$ cat src/rtl/sound_mixer_gain.sv
// ---------------------------------------------------------------------------
// sound_mixer_gain
//
// Time-multiplexed gain-and-mix stage for the cartridge sound sources.
// Each SAMPLE_STB snapshots COUNT signed channels, their mute bits and their
// gains, then walks the channels through one shared multiplier (one channel
// per cycle), accumulates at full precision, rescales by the unity gain and
// saturates to WIDTH bits. One mixed sample is produced per accepted strobe.
//
// Ports:
//   CLK         system clock
//   RESET       asynchronous, active-high reset
//   IN_SIGNAL   COUNT signed samples, channel k at [k*WIDTH +: WIDTH]
//   MUTE        per-channel mute (1 = channel contributes 0)
//   SAMPLE_STB  one-cycle pulse that starts a mix
//   GAIN_WE     gain register write enable
//   GAIN_SEL    channel index for the gain write (>= COUNT is ignored)
//   GAIN_DATA   unsigned gain value; unity = 2^(GAIN_WIDTH-1)
//   OUT_SIGNAL  signed mixed sample, held until the next OUT_VALID
//   OUT_VALID   one-cycle pulse when OUT_SIGNAL updates
//   CLIP        saturation flag belonging to the current OUT_SIGNAL
//   BUSY        high while a mix is in progress
//   DROP        one-cycle pulse after a strobe that arrived while BUSY
// ---------------------------------------------------------------------------
module sound_mixer_gain #(
    parameter int COUNT      = 4,
    parameter int WIDTH      = 16,
    parameter int GAIN_WIDTH = 8
) (
    input  logic                    CLK,
    input  logic                    RESET,
    input  logic [COUNT*WIDTH-1:0]  IN_SIGNAL,
    input  logic [COUNT-1:0]        MUTE,
    input  logic                    SAMPLE_STB,
    input  logic                    GAIN_WE,
    input  logic [3:0]              GAIN_SEL,
    input  logic [GAIN_WIDTH-1:0]   GAIN_DATA,
    output logic [WIDTH-1:0]        OUT_SIGNAL,
    output logic                    OUT_VALID,
    output logic                    CLIP,
    output logic                    BUSY,
    output logic                    DROP
);

    // Product of a signed sample and a zero-extended gain.
    localparam int PROD_W = WIDTH + GAIN_WIDTH + 1;
    // Sum of COUNT products cannot overflow this width.
    localparam int ACC_W  = PROD_W + $clog2(COUNT);
    localparam int IDX_W  = (COUNT > 1) ? $clog2(COUNT) : 1;

    localparam logic [GAIN_WIDTH-1:0] GAIN_UNITY = {1'b1, {(GAIN_WIDTH-1){1'b0}}};
    localparam logic signed [WIDTH-1:0] OUT_MAX  = {1'b0, {(WIDTH-1){1'b1}}};
    localparam logic signed [WIDTH-1:0] OUT_MIN  = {1'b1, {(WIDTH-1){1'b0}}};
    localparam logic [IDX_W-1:0]      LAST_IDX   = IDX_W'(COUNT - 1);

    typedef enum logic [1:0] {
        ST_IDLE,
        ST_ACCUM,
        ST_SAT
    } state_t;

    // Control and result state
    state_t                    state_q, state_d;
    logic [IDX_W-1:0]          idx_q, idx_d;
    logic signed [ACC_W-1:0]   acc_q, acc_d;
    logic [WIDTH-1:0]          out_signal_q, out_signal_d;
    logic                      clip_q, clip_d;
    logic                      valid_q, valid_d;
    logic                      drop_q, drop_d;

    // Live gain file
    logic [GAIN_WIDTH-1:0]     gain_q [COUNT];
    logic [GAIN_WIDTH-1:0]     gain_d [COUNT];

    // Per-mix snapshot of inputs, mutes and gains
    logic signed [WIDTH-1:0]   smp_q [COUNT];
    logic signed [WIDTH-1:0]   smp_d [COUNT];
    logic [GAIN_WIDTH-1:0]     snap_gain_q [COUNT];
    logic [GAIN_WIDTH-1:0]     snap_gain_d [COUNT];
    logic [COUNT-1:0]          mute_q, mute_d;

    // Shared multiplier datapath
    logic signed [PROD_W-1:0]  smp_ext;
    logic signed [PROD_W-1:0]  gain_ext;
    logic signed [PROD_W-1:0]  prod;
    logic signed [ACC_W-1:0]   scaled;

    always_comb begin
        // Sample is sign-extended, gain zero-extended, so the multiply is a
        // plain signed product of two PROD_W operands.
        smp_ext  = PROD_W'(smp_q[idx_q]);
        gain_ext = PROD_W'(snap_gain_q[idx_q]);
        prod     = mute_q[idx_q] ? '0 : smp_ext * gain_ext;
        // Arithmetic shift floors toward -infinity, removing the unity scale.
        scaled   = acc_q >>> (GAIN_WIDTH - 1);
    end

    always_comb begin
        // NOTE: every signal driven here gets a default first, so no path
        // leaves one unassigned and no latch is inferred.
        state_d      = state_q;
        idx_d        = idx_q;
        acc_d        = acc_q;
        out_signal_d = out_signal_q;
        clip_d       = clip_q;
        valid_d      = 1'b0;
        drop_d       = SAMPLE_STB && (state_q != ST_IDLE);
        gain_d       = gain_q;
        smp_d        = smp_q;
        snap_gain_d  = snap_gain_q;
        mute_d       = mute_q;

        // Gain writes are accepted in any state; an out-of-range index
        // simply matches no channel.
        for (int k = 0; k < COUNT; k++) begin
            if (GAIN_WE && (GAIN_SEL == 4'(k))) begin
                gain_d[k] = GAIN_DATA;
            end
        end

        case (state_q)
            ST_IDLE: begin
                if (SAMPLE_STB) begin
                    // Snapshot takes gain_q, so a write in this same cycle
                    // only applies from the next mix.
                    for (int k = 0; k < COUNT; k++) begin
                        smp_d[k]       = IN_SIGNAL[k*WIDTH +: WIDTH];
                        snap_gain_d[k] = gain_q[k];
                    end
                    mute_d  = MUTE;
                    acc_d   = '0;
                    idx_d   = '0;
                    state_d = ST_ACCUM;
                end
            end

            ST_ACCUM: begin
                acc_d = acc_q + ACC_W'(prod);
                if (idx_q == LAST_IDX) begin
                    state_d = ST_SAT;
                end else begin
                    idx_d = idx_q + IDX_W'(1);
                end
            end

            ST_SAT: begin
                if (scaled > ACC_W'(OUT_MAX)) begin
                    out_signal_d = OUT_MAX;
                    clip_d       = 1'b1;
                end else if (scaled < ACC_W'(OUT_MIN)) begin
                    out_signal_d = OUT_MIN;
                    clip_d       = 1'b1;
                end else begin
                    out_signal_d = scaled[WIDTH-1:0];
                    clip_d       = 1'b0;
                end
                valid_d = 1'b1;
                state_d = ST_IDLE;
            end

            default: begin
                state_d = ST_IDLE;
            end
        endcase
    end

    // NOTE: sequential state uses non-blocking assignments so every flop
    // samples the pre-edge values regardless of statement order.
    always_ff @(posedge CLK or posedge RESET) begin
        if (RESET) begin
            state_q      <= ST_IDLE;
            idx_q        <= '0;
            acc_q        <= '0;
            out_signal_q <= '0;
            clip_q       <= 1'b0;
            valid_q      <= 1'b0;
            drop_q       <= 1'b0;
            for (int k = 0; k < COUNT; k++) begin
                gain_q[k] <= GAIN_UNITY;
            end
        end else begin
            state_q      <= state_d;
            idx_q        <= idx_d;
            acc_q        <= acc_d;
            out_signal_q <= out_signal_d;
            clip_q       <= clip_d;
            valid_q      <= valid_d;
            drop_q       <= drop_d;
            gain_q       <= gain_d;
        end
    end

    // NOTE: the snapshot storage is deliberately left without reset; it is
    // always loaded by the strobe before ACCUM reads it, and skipping the
    // reset keeps it plain storage.
    always_ff @(posedge CLK) begin
        smp_q       <= smp_d;
        snap_gain_q <= snap_gain_d;
        mute_q      <= mute_d;
    end

    assign OUT_SIGNAL = out_signal_q;
    assign OUT_VALID  = valid_q;
    assign CLIP       = clip_q;
    assign BUSY       = (state_q != ST_IDLE);
    assign DROP       = drop_q;

endmodule

$ cat config.mk
export PLATFORM = sky130hd
export DESIGN_NAME = sound_mixer_gain
export DESIGN_NICKNAME = d
export VERILOG_FILES = /design/src/rtl/sound_mixer_gain.sv
export SDC_FILE = /design/constraint.sdc
export NUM_CORES = 1
export LEC_CHECK = 0
export BUFFER_PORTS_ARGS = -buffer_cell sky130_fd_sc_hd__buf_4
export CAP_MARGIN = 20
export CORE_ASPECT_RATIO = 1.25
export CORE_UTILIZATION = 55
export DETAILED_ROUTE_END_ITERATION = 12
export PLACE_DENSITY = 0.74
export SLEW_MARGIN = 20
export SYNTH_ARGS = -nofsm -noshare
export SYNTH_HDL_FRONTEND = slang
export SYNTH_SLANG_ARGS = --single-unit
$ cat constraint.sdc
create_clock -name CLK -period 23.9 [get_ports CLK]
set_clock_uncertainty 0.2 [all_clocks]
set_input_delay 5.975 -clock CLK [delete_from_list [all_inputs] [get_ports CLK]]
set_output_delay 5.975 -clock CLK [all_outputs]
set_load 0.02 [all_outputs]
==> results.py <==
metrics = {
    "logic_synthesis": {
        "syn_nets": 1392,
        "seq_area_frac_synth": 0.403,
        "async_reset_ff_frac": 0.451,
        "ys_types": 53,
        "synth_area_sq_mm": 0.0126,
        "synth_cells": 1129,
        "avgSynthCellArea_sq_um": 11.1,
        "synth_flop_cell": "edfxtp_1",
        "ys_ff_latch": 182,
        "synth_warnings": 0,
        "synth_edf_count": 100,
    },
    "global_routing": {
        "grt_overflow": 0,
        "grt_pass1_wl_microns": 40100,
        "first_global_vias": 8511,
        "grt_usage": 0.222,
        "grt_max_degree": 89,
        "antenna_found_initial": 0,
    },
    "place": {
        "gp_congestion": 0.876,
        "post_dp_cell_area_sq_mm": 0.0136,
        "placement.io_buffers": 103,
        "pre_cts_slack_ns": 15.52,
        "post-dp-hpwl_microns": 18100,
    },
    "timing": {
        "hold_viol_final": 0,
        "rsz0062_at_grt": "false",
        "fmax_mhz": 120,
        "fin_crit_ns": 8.36,
        "maxSlewHeadroom": 0.298,
        "fin_crit_sh": 0.350,
        "tns_ns": 0,
        "setup_viol": 0,
        "worst_slack_ns": 15.54,
        "worst_pin_slew_ns": 1.05,
        "drv_slew": 0,
    },
    "detailed_routing": {
        "antenna_left": 0,
        "drc": 0,
        "wirelength_microns": 23800,
        "viasPerCell": 5.38,
        "drt_iter0_drc": 317,
        "vias": 8211,
        "firstDrtPassIters": 5,
        "wl_per_cell_microns": 15.6,
    },
    "clock_network": {
        "postCtsSetupBuffers": 0,
        "clock_latency_ns": 0.43,
        "cts_tree": "done",
        "clockRootBuffer": "clkbuf_16",
        "h-tree-depth": 4,
        "clkTransAtPathRegs_ns": 0.08,
        "ctsResizeCount": 0,
        "cts_hold_buf": 0,
        "cts_buffers": 17,
        "cts_buffer_depth": 2,
        "cts_sinks": 182,
    },
    "final_layout": {
        "final_common_cell": "inv_1",
        "seqCellArea_sq_mm": 0.00506,
        "multi_input_area_sq_mm": 0.00677,
        "nets": 1494,
        "fill_cells": 1746,
        "area_growth_pct": 13.2,
        "diodes": 0,
        "finalInstanceArea_sq_mm": 0.0142,
        "drive_gt1_frac": 0.170,
        "final_cell_mix": "174 x inv_1, 147 x nand2_1, 108 x buf_4, 103 x fa_1, 100 x edfxtp_1",
        "fin_util": 0.636,
    },
    "setup_path": {
        "slowest_delay_ns": 0.76,
        "end_kind": "flip-flop",
        "rr_endpoint": "acc_q[25]",
        "worstSetupPathType": "reg -> reg",
        "start_kind": "flip-flop",
        "cpMaxStageDelayCell": "mux4_2",
        "rrSetupSlack_ns": 15.54,
        "cp_max_fo": 27,
        "required_ns": 23.99,
        "crit_buf_inv": 4,
        "crit_family": "adder cells",
        "r2r_start": "idx_q[0]",
        "arrival_ns": 8.45,
        "rr_worst_depth": 30,
    },
    "min_path": {
        "hold_depth": 0,
        "min_to": "snap_gain_q[2]",
        "min_path_type": "reg -> reg",
        "hp-start": "gain_q[2]",
    },
    "floorplanning": {
        "die_x_microns": 137,
        "core_area_sq_mm": 0.0224,
        "start_util": 0.562,
        "rows": 61,
        "ios": 104,
        "die_area_sq_mm": 0.0234,
        "die_h_microns": 171,
    },
    "run": {
        "maxCapViolCount": 0,
    },
    "outcome": {
        "status": "finished, final reports clean",
    },
}
[cell type report]
type	count	share of cell area
clock buffer	18	0.0302
clock inverter	14	0.00942
inverter	175	0.0463
multi-input combinational	747	0.476
sequential	182	0.356
tap	283	0.0249
timing repair buffer	108	0.0570
[cells in the mapped netlist, types with 22 or more instances]
library cell	n	share of area
mux4_2	25	0.045
o21ai_0	60	0.024
dfrtp_1	78	0.16
nor2_1	48	0.014
clkbuf_1	22	0.0066
edfxtp_1	100	0.24
fa_1	103	0.16
ha_1	76	0.076
inv_1	175	0.052
xnor2_1	22	0.015
mux2_2	33	0.030
a21oi_1	38	0.015
and2_1	66	0.033
nand2_1	147	0.044
[worst register-to-register path: cells and delay by family, from the launching register on]
kind / cells / cell delay [ns]
AO/OA/AOI/OAI: 11 / 2.60
AND/OR/NAND/NOR: 6 / 0.89
buffers and inverters: 4 / 0.64
XOR/XNOR: 1 / 0.11
adder cells (fa/ha/maj): 7 / 2.66
multiplexers: 1 / 0.79
flip-flops: 1 / 0.35
[worst max path at each step]
stage / from / cells after the start / slack [ns] / to
5_1_grt: idx_q[0] / 30 / 14.91 / acc_q[25]
3_3_place_gp: idx_q[0] / 30 / 15.61 / acc_q[25]
4_1_cts: idx_q[0] / 30 / 15.48 / acc_q[25]
3_5_place_dp: idx_q[0] / 30 / 15.52 / acc_q[25]
2_1_floorplan: SAMPLE_STB / 3 / 14.63 / idx_q[0]
6_report: idx_q[0] / 30 / 15.54 / acc_q[25]
[sequential cells by signal (all words and copies together), names as in the netlist]
register / count
OUT_SIGNAL: 16
mute_q: 4
OUT_VALID: 1
snap_gain_q: 32
DROP: 1
acc_q: 27
gain_q: 32
idx_q: 2
smp_q: 64
CLIP: 1
state_q: 2
[through the flow]
step                hold WS [ns]  std cells
finish                     0.235       1527
global route               0.239       1527
CTS                        0.235       1527
detailed placement         0.227       1495
global placement           0.226       1495
floorplan                  0.219       1129
[per-layer routing]
metal,vias to the layer above,share of wire,GRT usage
met3,30,0.033,0.0314
met5,-,0,0
met4,0,0.015,0.0688
met1,4031,0.42,0.276
met2,188,0.53,0.396
li1,3962,-,-
[kinds of logic after synthesis]
logic type	share of synthesized area
adders and majority gates	0.241
xor gates and xnor gates	0.0286
AOI/OAI and AO/OA	0.0759
DFF	0.403
and+or+nand+nor	0.117
muxes	0.0755
buffers and inverters	0.0598
Power is not shown: default switching activity piles up to over one toggle a cycle in this logic, so the estimate is an artifact.
